`config.mk`:
```
export PLATFORM = sky130hd
export DESIGN_NAME = line_plotter_flat
export DESIGN_NICKNAME = d
export VERILOG_FILES = /design/src/rtl/line_plotter_pkg.sv /design/src/rtl/line_plotter_if.sv /design/src/rtl/line_plotter_line_step.sv /design/src/rtl/line_plotter.sv /design/src/flat_wrapper.sv
export SDC_FILE = /design/constraint.sdc
export NUM_CORES = 1
export LEC_CHECK = 0
export ABC_AREA = 1
export BUFFER_PORTS_ARGS = -buffer_cell sky130_fd_sc_hd__buf_2
export CAP_MARGIN = 20
export CORE_MARGIN = 8
export CORE_UTILIZATION = 55
export CTS_BUF_LIST = sky130_fd_sc_hd__clkbuf_16
export CTS_CLUSTER_SIZE = 16
export DETAILED_ROUTE_END_ITERATION = 8
export GPL_TIMING_DRIVEN = 0
export PLACE_DENSITY = 0.75
export SLEW_MARGIN = 20
export SYNTH_ARGS = -nofsm -noshare
export SYNTH_HDL_FRONTEND = slang
export SYNTH_SLANG_ARGS = --single-unit
```
`constraint.sdc`:
```
create_clock -name clk -period 4.6 [get_ports clk]
set_input_delay 0.46 -clock clk [delete_from_list [all_inputs] [get_ports clk]]
set_output_delay 0.46 -clock clk [all_outputs]
set_load 0.02 [all_outputs]
```
`src/rtl/line_plotter_pkg.sv`:
```
// Shared definitions for the line plotter and other draw engines on the
// 160x120, 3-bit-colour frame buffer: coordinate widths, screen limits,
// colour constants, engine state encoding and an on-screen test.
package line_plotter_pkg;

    localparam int XW    = 8;
    localparam int YW    = 7;
    localparam int CW    = 3;
    localparam int EW    = XW + 2;
    localparam int X_MAX = 159;
    localparam int Y_MAX = 119;

    localparam logic [CW-1:0] BLACK   = 3'b000;
    localparam logic [CW-1:0] BLUE    = 3'b001;
    localparam logic [CW-1:0] GREEN   = 3'b010;
    localparam logic [CW-1:0] CYAN    = 3'b011;
    localparam logic [CW-1:0] RED     = 3'b100;
    localparam logic [CW-1:0] MAGENTA = 3'b101;
    localparam logic [CW-1:0] YELLOW  = 3'b110;
    localparam logic [CW-1:0] WHITE   = 3'b111;

    typedef enum logic [2:0] {
        IDLE  = 3'd0,
        DRAW  = 3'd1,
        PROBE = 3'd2,
        CHECK = 3'd3,
        FIN   = 3'd4
    } state_t;

    function automatic logic on_screen(input logic [XW-1:0] px, input logic [YW-1:0] py);
        return (int'(px) <= X_MAX) && (int'(py) <= Y_MAX);
    endfunction

endpackage

```
`src/rtl/line_plotter_if.sv`:
```
// Command, status and frame-buffer port bundle of the line plotter.
// The master side is the processor plus the frame buffer read data; the
// slave side is the draw engine.
interface line_plotter_if;
    import line_plotter_pkg::*;

    logic          start;
    logic [XW-1:0] x0;
    logic [YW-1:0] y0;
    logic [XW-1:0] x1;
    logic [YW-1:0] y1;
    logic [CW-1:0] color;
    logic [CW-1:0] image_color;
    logic [XW-1:0] x;
    logic [YW-1:0] y;
    logic [CW-1:0] plot_color;
    logic          plot;
    logic          busy;
    logic          done;
    logic          hit;

    modport master (
        output start, x0, y0, x1, y1, color, image_color,
        input  x, y, plot_color, plot, busy, done, hit
    );

    modport slave (
        input  start, x0, y0, x1, y1, color, image_color,
        output x, y, plot_color, plot, busy, done, hit
    );

endinterface

```
`src/rtl/line_plotter_line_step.sv`:
```
// One combinational Bresenham step: given the current point and error term,
// produce the next point and error. x and y may both move (diagonal step).
module line_step
    import line_plotter_pkg::*;
(
    input  logic signed [EW-1:0] err,
    input  logic signed [EW-1:0] dx,
    input  logic signed [EW-1:0] dy,
    input  logic                 sx_neg,
    input  logic                 sy_neg,
    input  logic [XW-1:0]        x,
    input  logic [YW-1:0]        y,
    output logic [XW-1:0]        x_next,
    output logic [YW-1:0]        y_next,
    output logic signed [EW-1:0] err_next
);

    logic signed [EW-1:0] e2;

    // Both comparisons use the error from before this step.
    always_comb begin
        e2       = err <<< 1;
        x_next   = x;
        y_next   = y;
        err_next = err;
        if (e2 >= dy) begin
            err_next = err_next + dy;
            x_next   = sx_neg ? x - XW'(1) : x + XW'(1);
        end
        if (e2 <= dx) begin
            err_next = err_next + dx;
            y_next   = sy_neg ? y - YW'(1) : y + YW'(1);
        end
    end

endmodule

```
`src/rtl/line_plotter.sv`:
```
// Bresenham line-drawing engine driving the frame-buffer write port.
// Define LINE_PLOTTER_COLLISION_EN to probe each pixel first and stop on
// the first non-black pixel already in the frame buffer.
module line_plotter
    import line_plotter_pkg::*;
(
    input  logic          clk,
    input  logic          reset,
    line_plotter_if.slave bus
);

    state_t               state_q, state_d;
    logic [XW-1:0]        x_q, x_d, x1_q, x1_d;
    logic [YW-1:0]        y_q, y_d, y1_q, y1_d;
    logic signed [EW-1:0] dx_q, dx_d, dy_q, dy_d, err_q, err_d;
    logic                 sx_neg_q, sx_neg_d, sy_neg_q, sy_neg_d;
    logic [CW-1:0]        plot_color_q, plot_color_d;
    logic                 plot_q, plot_d;
    logic                 busy_q, busy_d;
    logic                 done_q, done_d;
`ifdef LINE_PLOTTER_COLLISION_EN
    logic                 hit_q, hit_d;
`endif

    logic [XW-1:0]        x_span, x_next;
    logic [YW-1:0]        y_span, y_next;
    logic signed [EW-1:0] dx_start, dy_start, err_start, err_next;
    logic                 at_end;

    line_step u_step (
        .err      (err_q),
        .dx       (dx_q),
        .dy       (dy_q),
        .sx_neg   (sx_neg_q),
        .sy_neg   (sy_neg_q),
        .x        (x_q),
        .y        (y_q),
        .x_next   (x_next),
        .y_next   (y_next),
        .err_next (err_next)
    );

    assign at_end = (x_q == x1_q) && (y_q == y1_q);

    // Initial deltas and error term from the command inputs, used on accept.
    always_comb begin
        x_span    = (bus.x0 < bus.x1) ? bus.x1 - bus.x0 : bus.x0 - bus.x1;
        y_span    = (bus.y0 < bus.y1) ? bus.y1 - bus.y0 : bus.y0 - bus.y1;
        dx_start  = $signed(EW'(x_span));
        dy_start  = -$signed(EW'(y_span));
        err_start = dx_start + dy_start;
    end

    // Next-state and next-output logic; outputs are registered one pixel ahead.
    always_comb begin
        state_d      = state_q;
        x_d          = x_q;
        y_d          = y_q;
        x1_d         = x1_q;
        y1_d         = y1_q;
        dx_d         = dx_q;
        dy_d         = dy_q;
        err_d        = err_q;
        sx_neg_d     = sx_neg_q;
        sy_neg_d     = sy_neg_q;
        plot_color_d = plot_color_q;
        plot_d       = 1'b0;
        busy_d       = busy_q;
        done_d       = 1'b0;
`ifdef LINE_PLOTTER_COLLISION_EN
        hit_d        = 1'b0;
`endif
        case (state_q)
            IDLE: begin
                if (bus.start) begin
                    x_d          = bus.x0;
                    y_d          = bus.y0;
                    x1_d         = bus.x1;
                    y1_d         = bus.y1;
                    dx_d         = dx_start;
                    dy_d         = dy_start;
                    err_d        = err_start;
                    sx_neg_d     = !(bus.x0 < bus.x1);
                    sy_neg_d     = !(bus.y0 < bus.y1);
                    plot_color_d = bus.color;
                    busy_d       = 1'b1;
`ifdef LINE_PLOTTER_COLLISION_EN
                    state_d      = PROBE;
`else
                    state_d      = DRAW;
                    plot_d       = on_screen(bus.x0, bus.y0);
`endif
                end
            end
            DRAW: begin
                if (at_end) begin
                    state_d = FIN;
                    done_d  = 1'b1;
                    busy_d  = 1'b0;
                end else begin
                    x_d    = x_next;
                    y_d    = y_next;
                    err_d  = err_next;
                    plot_d = on_screen(x_next, y_next);
                end
            end
`ifdef LINE_PLOTTER_COLLISION_EN
            PROBE: begin
                state_d = CHECK;
                plot_d  = on_screen(x_q, y_q);
            end
            CHECK: begin
                if (bus.image_color != BLACK) begin
                    state_d = FIN;
                    done_d  = 1'b1;
                    busy_d  = 1'b0;
                    hit_d   = 1'b1;
                end else if (at_end) begin
                    state_d = FIN;
                    done_d  = 1'b1;
                    busy_d  = 1'b0;
                end else begin
                    state_d = PROBE;
                    x_d     = x_next;
                    y_d     = y_next;
                    err_d   = err_next;
                end
            end
`endif
            FIN: begin
                state_d = IDLE;
            end
            default: begin
                state_d = IDLE;
                busy_d  = 1'b0;
            end
        endcase
    end

    // State and output registers with synchronous reset.
    always_ff @(posedge clk) begin
        if (reset) begin
            state_q      <= IDLE;
            x_q          <= '0;
            y_q          <= '0;
            x1_q         <= '0;
            y1_q         <= '0;
            dx_q         <= '0;
            dy_q         <= '0;
            err_q        <= '0;
            sx_neg_q     <= 1'b0;
            sy_neg_q     <= 1'b0;
            plot_color_q <= '0;
            plot_q       <= 1'b0;
            busy_q       <= 1'b0;
            done_q       <= 1'b0;
`ifdef LINE_PLOTTER_COLLISION_EN
            hit_q        <= 1'b0;
`endif
        end else begin
            state_q      <= state_d;
            x_q          <= x_d;
            y_q          <= y_d;
            x1_q         <= x1_d;
            y1_q         <= y1_d;
            dx_q         <= dx_d;
            dy_q         <= dy_d;
            err_q        <= err_d;
            sx_neg_q     <= sx_neg_d;
            sy_neg_q     <= sy_neg_d;
            plot_color_q <= plot_color_d;
            plot_q       <= plot_d;
            busy_q       <= busy_d;
            done_q       <= done_d;
`ifdef LINE_PLOTTER_COLLISION_EN
            hit_q        <= hit_d;
`endif
        end
    end

    assign bus.x          = x_q;
    assign bus.y          = y_q;
    assign bus.plot_color = plot_color_q;
    assign bus.busy       = busy_q;
    assign bus.done       = done_q;
`ifdef LINE_PLOTTER_COLLISION_EN
    // The write is suppressed in the same cycle the read data shows an obstacle.
    assign bus.plot       = plot_q && (bus.image_color == BLACK);
    assign bus.hit        = hit_q;
`else
    assign bus.plot       = plot_q;
    assign bus.hit        = 1'b0;
`endif

endmodule

```
`src/flat_wrapper.sv`:
```
// flat-port wrapper written by rule: the top's interface ports become plain ports
module line_plotter_flat import line_plotter_pkg::*;
  (clk, reset, bus_start, bus_x0, bus_y0, bus_x1, bus_y1, bus_color, bus_image_color, bus_x, bus_y, bus_plot_color, bus_plot, bus_busy, bus_done, bus_hit);
  line_plotter_if bus_i ();
  input  logic clk;
  input  logic reset;
  input wire logic [$bits(bus_i.start)-1:0] bus_start;
  input wire logic [$bits(bus_i.x0)-1:0] bus_x0;
  input wire logic [$bits(bus_i.y0)-1:0] bus_y0;
  input wire logic [$bits(bus_i.x1)-1:0] bus_x1;
  input wire logic [$bits(bus_i.y1)-1:0] bus_y1;
  input wire logic [$bits(bus_i.color)-1:0] bus_color;
  input wire logic [$bits(bus_i.image_color)-1:0] bus_image_color;
  output wire logic [$bits(bus_i.x)-1:0] bus_x;
  output wire logic [$bits(bus_i.y)-1:0] bus_y;
  output wire logic [$bits(bus_i.plot_color)-1:0] bus_plot_color;
  output wire logic [$bits(bus_i.plot)-1:0] bus_plot;
  output wire logic [$bits(bus_i.busy)-1:0] bus_busy;
  output wire logic [$bits(bus_i.done)-1:0] bus_done;
  output wire logic [$bits(bus_i.hit)-1:0] bus_hit;
  assign bus_i.start = bus_start;
  assign bus_i.x0 = bus_x0;
  assign bus_i.y0 = bus_y0;
  assign bus_i.x1 = bus_x1;
  assign bus_i.y1 = bus_y1;
  assign bus_i.color = bus_color;
  assign bus_i.image_color = bus_image_color;
  assign bus_x = bus_i.x;
  assign bus_y = bus_i.y;
  assign bus_plot_color = bus_i.plot_color;
  assign bus_plot = bus_i.plot;
  assign bus_busy = bus_i.busy;
  assign bus_done = bus_i.done;
  assign bus_hit = bus_i.hit;
  line_plotter u_core (.clk(clk), .reset(reset), .bus(bus_i));
endmodule
```
# Word-level counts from Yosys, hierarchy flattened
# Index checks and enable logic that the tools add are counted.
word_totals:
  ff_bits: 69
  out_inout_bits: 22
  elab_cells: 82
classes:
  n_addsub: 12
  n_lt_le_gt_ge: 8
  n_eq_ne: 7
  muxes: 27
  bitwise: 2
  reduce_logical: 12
op_table:
  columns: ["operator", "n"]
  rows:
  - ["$mux W10", 4]
  - ["$mux W8", 5]
  - ["$mux W7", 5]
  - ["$pmux W10 S2", 1]
  - ["$le A8 B8 Y1 const B", 2]
  - ["$pmux W8 S2", 1]
  - ["$sub A8 B8 Y8", 2]
  - ["$le A7 B7 Y1 const B", 2]
  - ["$pmux W7 S2", 1]
  - ["$sub A7 B7 Y7", 2]
  - ["$add A10 B10 Y10", 1]
  - ["$add A10 B9 Y10", 1]
  - ["$add A9 B10 Y10", 1]
  - ["$ge A10 B10 Y1", 1]
  - ["$le A10 B9 Y1", 1]
  - ["$neg A7 Y10", 1]
  - ["$add A8 B1 Y8 const B", 1]
  - ["$eq A8 B8 Y1", 1]
  - ["$lt A8 B8 Y1", 1]
  - ["$sub A8 B1 Y8 const B", 1]
  - ["$add A7 B1 Y7 const B", 1]
  - ["$eq A7 B7 Y1", 1]
  - ["$lt A7 B7 Y1", 1]
  - ["$sub A7 B1 Y7 const B", 1]
  - ["other kinds (17)", 29]

# Depth between registers and ports, before layout
# Gate-level depths: netlist of run 1.
logic_depth:
  depth_word: 7
  ltp_mapped: 29
  mapped_depth_nobuf: 28

# Modules after synthesis
# From an unflattened synthesis of run 1, not the netlist that was laid out.
unflattened:
  hier_cells: 1064
  hier_area_um2: 7020.5
modules_own_cells:
  columns: ["module", "instances", "cells_per_inst", "area_each_um2", "seq_area_each_um2"]
  rows:
  - ["line_plotter", 1, 662, 4669.5, 1361.3]
  - ["line_step", 1, 402, 2351.0, 0.0]

# Worst setup path before layout of run 1
# No wires, ideal clock.
synth_timing:
  path_kind: "input port to flip-flop"
  start: "in bus_y1[2]"
  end: "reg u_core.err_q[8]"
  arrival_ns: 3.375
  required_time_ns: 4.491
  slack_ns: 1.116
  path_stages: 27
  path_buffers: 1
  path_cell_list: "inv_1 -> ha_1 -> buf_6 -> nand2_4 -> nand2_2 -> inv_2 -> nand2_2 -> nand2_2 -> nand2_4 -> or2_1 -> o21ai_2 -> ha_1 -> nand3_1 -> nor2_4 -> nand3_1 -> nand2_1 -> inv_1 -> ha_1 -> nand2_1 -> or2_2 -> and3_1 -> inv_1 -> nand2_1 -> nand3_1 -> nand3_1 -> nand2_1 -> inv_1"
synth_between:
  elab_chain_len: 6
  word_cells_on_any_way: 8
synth_rtl:
  columns: ["item", "line", "source"]
  rows:
  - ["start: declaration", "flat_wrapper.sv:11", "input wire logic [$bits(bus_i.y1)-1:0] bus_y1;"]
  - ["$sub A7 B7 Y7 / $lt A7 B7 Y1 (equally long branches)", "line_plotter.sv:48", "y_span = (bus.y0 < bus.y1) ? bus.y1 - bus.y0 : bus.y0 - bus.y1;"]
  - ["$mux W7 (*)", "line_plotter.sv:48", null]
  - ["$neg A7 Y10 (*)", "line_plotter.sv:50", "dy_start = -$signed(EW'(y_span));"]
  - ["net u_core.dy_start[6]", "line_plotter.sv:27", "logic signed [EW-1:0] dx_start, dy_start, err_start, err_next;"]
  - ["$add A9 B10 Y10 (*)", "line_plotter.sv:51", "err_start = dx_start + dy_start;"]
  - ["$mux W10 (*)", "line_plotter.sv:75", "if (bus.start) begin"]
  - ["$pmux W10 S2 (*)", "line_plotter.sv:73", "case (state_q)"]
  - ["end signal: assignment", "line_plotter.sv:168", "err_q <= err_d;"]
  - ["end: declaration", "line_plotter.sv:15", "logic signed [EW-1:0] dx_q, dx_d, dy_q, dy_d, err_q, err_d;"]
# Mark *: on every way through the listed nets, which the timed path passes. The rest lies on a longest branch. The select of a mux whose other input is x is not followed.
# A chain may end at the register's enable or synchronous reset.

# Worst setup path in the final report of run 1
layout_timing:
  start: "reg u_core.err_q[8]"
  end: "reg u_core.err_q[8]"
layout_between:
  elab_chain_len: 6
  word_cells_on_any_way: 8
layout_rtl:
  columns: ["item", "line", "source"]
  rows:
  - ["$add A10 B10 Y10 / $ge A10 B10 Y1 (equally long branches)", "line_plotter_line_step.sv:27, line_plotter_line_step.sv:26", null]
  - ["$mux W10", "line_plotter_line_step.sv:26", "if (e2 >= dy) begin"]
  - ["$add A10 B9 Y10", "line_plotter_line_step.sv:31", "err_next = err_next + dx;"]
  - ["$mux W10 (*)", "line_plotter_line_step.sv:30", "if (e2 <= dx) begin"]
  - ["$mux W10 (*)", "line_plotter.sv:96", "if (at_end) begin"]
  - ["$pmux W10 S2 (*)", "line_plotter.sv:73", null]
# Every way passes the cells marked *; elsewhere a longest branch is shown, timed or not. The select of a mux whose other input is x is not followed.

==> results_dict.tcl, run 1 <==
set metrics [dict create \
    first_pass_iters 5 \
    cp_max_fo 10 \
    maxSlewViolCount 0 \
    clkSinkCount 67 \
    cts_setup_buffers 0 \
    fillCellCount 1172 \
    numCtsBuffers 9 \
    fin_crit_sh 0.852 \
    setup_tns_ps 0 \
    clk_pin_slew_ps 60 \
    htreeDepth 3 \
    place_congestion 0.941 \
    cts.path.max_buffers 2 \
    core_area_um2 11900 \
    nNetsFinal 1191 \
    synth_cell_types 46 \
    min_path_type "primary input to flip-flop" \
    netlist_instances 996 \
    p_int_mw 1.68 \
    grt_max_degree 12 \
    drc 0 \
    finalHoldViolations 0 \
    endpoint_kind "flip-flop" \
    synth.avg_cell_area_um2 6.61 \
    finalCriticalPeriod_ps 3920 \
    synth_area_um2 6590 \
    grt_pass1_wl_um 31000 \
    gr-usage-all-layers 0.243 \
    wirelength_um 18800 \
    layout_common_cells "nand2_1 (225), inv_1 (151), a21oi_1 (104), ha_1 (80), o21ai_0 (71)" \
    yosysWarnings 0 \
    antenna_cells 0 \
    crit_arrival_ps 4160 \
    dp_hpwl_um 15100 \
    grt_antenna_before_repair 0 \
    rows 40 \
    dieArea_um2 15700 \
    worst_pin_slew_ps 646 \
    drive_above_1_share 0.104 \
    leakagePower_nw 3.94 \
    finalPower_mw 3.10 \
    grt.overflow.total 0 \
    setup_viol 0 \
    pwr-share-comb 0.539 \
    die_h_um 125 \
    critPathRequiredTime_ps 4840 \
    power_frac_seq 0.242 \
    max-cap-violations 0 \
    p_clk_frac 0.219 \
    routed_via_density 5.45 \
    ios 61 \
    wl_per_cell_um 15.5 \
    switching_share 0.459 \
    ir_drop_mv 0.173 \
    clk_latency_ps 340 \
    max_freq_ghz 0.255 \
    yosysSeqAreaShare 0.204 \
    synth_nets 1124 \
    cp-start-kind "flip-flop" \
    run_status "finished clean" \
    root_buffer "clkbuf_16" \
    grt_pass1_vias 6337 \
    numPortBuffers 56 \
    rsz0062_at_grt "no" \
    critPathKind "flip-flop to flip-flop" \
    ant_nets 0 \
    cts_tree "built" \
    area_growth_pct 11.4 \
    final_common_cell "nand2_1" \
    initial_utilization 0.555 \
    num_vias 6626 \
    drt_iter0_drc 514 \
    cts_resized 0 \
    synth-seq-cells 67 \
    pwr_density_cell_nw_per_um2 423 \
    postCtsHoldBufs 0 \
    fin_worst_skew_ps 8.23 \
    p_sw_mw 1.42 \
    die_w_um 125 \
    slew_headroom 0.569 \
]
-- worst paths after layout --
kind / start / end / slack, ps / depth (start not counted)
worst max-delay path: u_core.err_q[8] / u_core.err_q[8] / 680 / 24
worst min-delay path: bus_color[2] / u_core.bus.plot_color[2] / 360 / 3
worst max register to register: u_core.err_q[8] / u_core.err_q[8] / 680 / 24
worst min register to register: u_core.x1_q[1] / u_core.x1_q[1] / 470 / 2
-- cells by family after synthesis --
kind of cell | after synthesis | synth area share
adders and majority gates | 89 | 0.179
and+or+nand+nor | 382 | 0.253
DFF | 67 | 0.204
AOI/OAI and AO/OA | 210 | 0.172
buffers and inverters | 189 | 0.114
xor gates and xnor gates | 58 | 0.0771
other | 1 | 0.000569
-- through the flow --
stage / area (µm²) / std cells / util / hold slack [ps] / setup WS, ps
finish: 7330 / 1215 / 0.618 / 364 / 680
global route: 7330 / 1215 / 0.618 / 402 / 288
detailed placement: 7050 / 1199 / 0.594 / 461 / 420
CTS: 7330 / 1215 / 0.618 / 358 / 710
floorplan: 6590 / 996 / - / 444 / 1120
global placement: 7050 / 1199 / 0.594 / 451 / 442
-- sequential cells by signal (all words and copies together), names as in the netlist, 2 cells and up --
register and flops:
u_core.dy_q 10, u_core.bus.x 8, u_core.dx_q 8, u_core.bus.plot_color 3, u_core.bus.y 7, u_core.err_q 9
u_core.x1_q 8, u_core.y1_q 7, u_core.state_q 2
-- final cells by class --
type                            count  area [µm²]  share of cell area
Timing Repair Buffer               56         280              0.0382
Clock buffer                        9         225              0.0307
Sequential cell                    67        1340               0.183
Clock inverter                      7        58.8             0.00802
Inverter                          159         597              0.0814
Tap cell                          147         184              0.0251
Buffer                             30         154              0.0210
Multi-Input combinational cell    740        4490               0.613
-- cells in the mapped netlist (all sizes together) --
| cell | count | share of area |
|---|---|---|
| clkinv | 2 | 0.0011 |
| a21oi | 107 | 0.085 |
| nor3b | 1 | 0.0011 |
| xor2 | 38 | 0.051 |
| nand3 | 62 | 0.048 |
| xnor2 | 20 | 0.027 |
| o21a | 1 | 0.0011 |
| a21o | 3 | 0.0034 |
| o211ai | 4 | 0.0046 |
| conb | 1 | 0.00057 |
| buf | 11 | 0.013 |
| o21ai | 81 | 0.063 |
| nor2 | 47 | 0.029 |
| a221oi | 1 | 0.0013 |
| a211oi | 1 | 0.0011 |
| nor4 | 2 | 0.0028 |
| nand2 | 236 | 0.14 |
| o221ai | 2 | 0.0027 |
| a31oi | 3 | 0.0028 |
| clkbuf | 19 | 0.011 |
| dfxtp | 67 | 0.20 |
| or2 | 7 | 0.0066 |
| nor3 | 5 | 0.0038 |
| a21boi | 1 | 0.0011 |
| fa | 9 | 0.027 |
| o22ai | 5 | 0.0047 |
| o21bai | 1 | 0.0011 |
| inv | 157 | 0.089 |
| nand4 | 21 | 0.020 |
| ha | 80 | 0.15 |
| and3 | 1 | 0.00095 |
-- power groups by stage --
stage	clock network [mW]	registers (mW)	logic, mW
2_1_floorplan	0	0.755	1.24
3_3_place_gp	0	0.760	1.62
3_5_place_dp	0	0.761	1.64
4_1_cts	0.683	0.749	1.65
5_1_grt	0.704	0.759	1.91
6_report	0.678	0.751	1.67
-- worst max-delay path: stages, from the launching register on --
cell	delay, ps
dfxtp_1	350
ha_1	350
nand2_1	80
nor2_1	180
o211ai_1	120
nand3_1	80
nand2_1	100
nand2_2	140
buf_4	200
nand2_1	60
a21boi_1	120
inv_1	80
ha_1	170
inv_1	60
fa_1	410
o21ai_0	490
nand4_1	140
nand3_1	150
nand2_1	110
inv_1	70
nand3_1	80
nand3_1	80
nand3_1	90
nand2_1	70
inv_1	30
-- layer usage --
layer / global-route usage / wire, µm
met1: 0.313 / 8760
met2: 0.396 / 8470
met3: 0.0285 / 954
met4: 0.116 / 613
met5: 0 / 0
No activity file was read; power rests on OpenSTA's default activity.
==> inputs of run 2 (changes only) <==
- PLACE_DENSITY: 0.75 -> 0.78
- clock period: 4.6 -> 3.17 ns (I/O delays scaled with it)
==> run 2 against run 1 <==
The run now ends with setup timing left; final cell count is 6.2% higher; sequential power is 49% higher; clock-buffer cell count stayed put; non-clock buffer count is 75 higher; total power is 84% higher; clock skew is 0.68 ps lower; hold slack worse by 150 ps; routed wire length is 22% higher; largest power group unchanged.
==> results_dict.tcl, run 2 (synthesis results as in run 1) <==
set metrics [dict create \
    post-place-cells 1199 \
    slew_headroom 0.527 \
    grt_max_degree 13 \
    clk_latency_ps 350 \
    drive_above_1_share 0.293 \
    area_growth_pct 31.5 \
    fillCellCount 881 \
    pre_cts_slack_ps -656 \
    layout_common_cells "nand2_1 (197), inv_1 (125), a21oi_1 (92), buf_4 (82), o21ai_0 (65)" \
    critPathRequiredTime_ps 3410 \
    dp_hpwl_um 15400 \
    initial_utilization 0.555 \
    largest_register_ffs 10 \
    drt_iter0_drc 853 \
    htreeDepth 3 \
    nNetsFinal 1266 \
    highest_layer "met4" \
    gr-usage-all-layers 0.260 \
    grt_antenna_before_repair 0 \
    met3_length_um 1960 \
    grt_pass1_wl_um 33400 \
    finalCriticalPeriod_ps 3360 \
    maxSlewViolCount 0 \
    numCtsBuffers 9 \
    postCtsHoldBufs 0 \
    max_freq_ghz 0.298 \
    clkSinkCount 67 \
    max-cap-violations 0 \
    wirelength_um 23000 \
    crit_arrival_ps 3600 \
    finalHoldViolations 0 \
    first_pass_iters 8 \
    ir_drop_mv 0.383 \
    cts.path.max_buffers 2 \
    regMostFlops "u_core.dy_q" \
    die_h_um 125 \
    violations "setup timing" \
    route.met2.wl_um 11000 \
    hold_ws_ps 216 \
    wl_per_cell_um 17.8 \
    grt.overflow.total 0 \
    setup_ws_ps -189 \
    fin_cells 1290 \
    worst_pin_slew_ps 710 \
    numPortBuffers 56 \
    dieArea_um2 15700 \
    place_congestion 0.910 \
    core_area_um2 11900 \
    drc 0 \
    m1WireLength_um 8800 \
    run_status "finished, violations left" \
    rsz0062_at_grt "yes" \
    antenna_cells 0 \
    root_buffer "clkbuf_16" \
    fin_crit_sh 1.06 \
    endpoint_kind "flip-flop" \
    multi_input_area_um2 5110 \
    leakagePower_nw 4.41 \
    place_area_um2 7160 \
    min_path_type "primary input to flip-flop" \
    ios 61 \
    pwr_density_cell_nw_per_um2 657 \
    clk_pin_slew_ps 60 \
    setup_viol 3 \
    num_vias 7537 \
    ant_nets 0 \
    fin_area_um2 8660 \
    register_area_um2 1380 \
    fin_worst_skew_ps 7.55 \
    reg_top3 "u_core.dy_q: 10 flops, u_core.err_q: 9 flops" \
    cp-start-kind "primary input" \
    cp_max_fo 4 \
    final_common_cell "nand2_1" \
    critPathKind "primary input to flip-flop" \
    die_w_um 125 \
    routed_via_density 5.84 \
    grt_pass1_vias 6778 \
    rows 40 \
    cts_tree "built" \
    finalPower_mw 5.69 \
]
-- run 2: layer usage --
layer | track usage | vias up
li1 | - | 3532
met3 | 0.0552 | 112
met1 | 0.306 | 3491
met4 | 0.117 | 0
met2 | 0.446 | 402
met5 | 0 | -
-- run 2: worst max-delay path, stage by stage --
cell     delay (ps)
buf_2           130
inv_1           100
ha_2            200
inv_2            60
fa_2            390
nand3_1          90
nand3_1         120
xor2_1          170
nand2_1         130
nand2_2         130
nor2_4          100
nand4_1         290
ha_4            420
nand2_2          60
or2_2           300
and3_4          160
inv_1            50
nand2_1          70
nand3_2         100
nand3_1          90
nand2_1          80
inv_1            30
-- run 2: layout make-up --
cell class / count / share of cell area
flip-flops and latches: 67 / 0.159
multi-input cells: 740 / 0.590
plain buffers: 25 / 0.0155
clock inverters: 7 / 0.0107
clock buffers: 9 / 0.0260
repair buffers: 136 / 0.106
well taps: 147 / 0.0212
inverters: 159 / 0.0712
-- run 2: metrics by stage --
| step | setup TNS (ps) | util |
|---|---|---|
| after floorplan | 0 | - |
| after global placement | -2810 | 0.603 |
| after detailed placement | -2970 | 0.603 |
| after CTS | 0 | 0.675 |
| after global routing | -771 | 0.730 |
| final | -239 | 0.730 |
-- run 2: final timing paths --
kind / startpoint / endpoint / slack, ps / cells after the start
worst min-delay path: bus_color[2] / u_core.bus.plot_color[2] / 220 / 3
worst max-delay path: bus_y0[0] / u_core.err_q[8] / -190 / 22
worst min register to register: u_core.dy_q[9] / u_core.dy_q[9] / 470 / 2
worst max register to register: u_core.dy_q[5] / u_core.err_q[8] / 10 / 26
-- run 2: timing repair --
action / CTS / global route
gates resized for setup: 77 / 99
buffers inserted: 37 / 44
pin swaps: 39 / 71
endpoints found under the setup margin: 5 / 8
-- run 2: report_power, final --
group	total [mW]	switching [mW]	internal (mW)	leakage (nW)
clock network	1.10	0.413	0.687	0.155
registers	1.12	0.153	0.963	0.563
logic	3.48	2.01	1.47	3.69
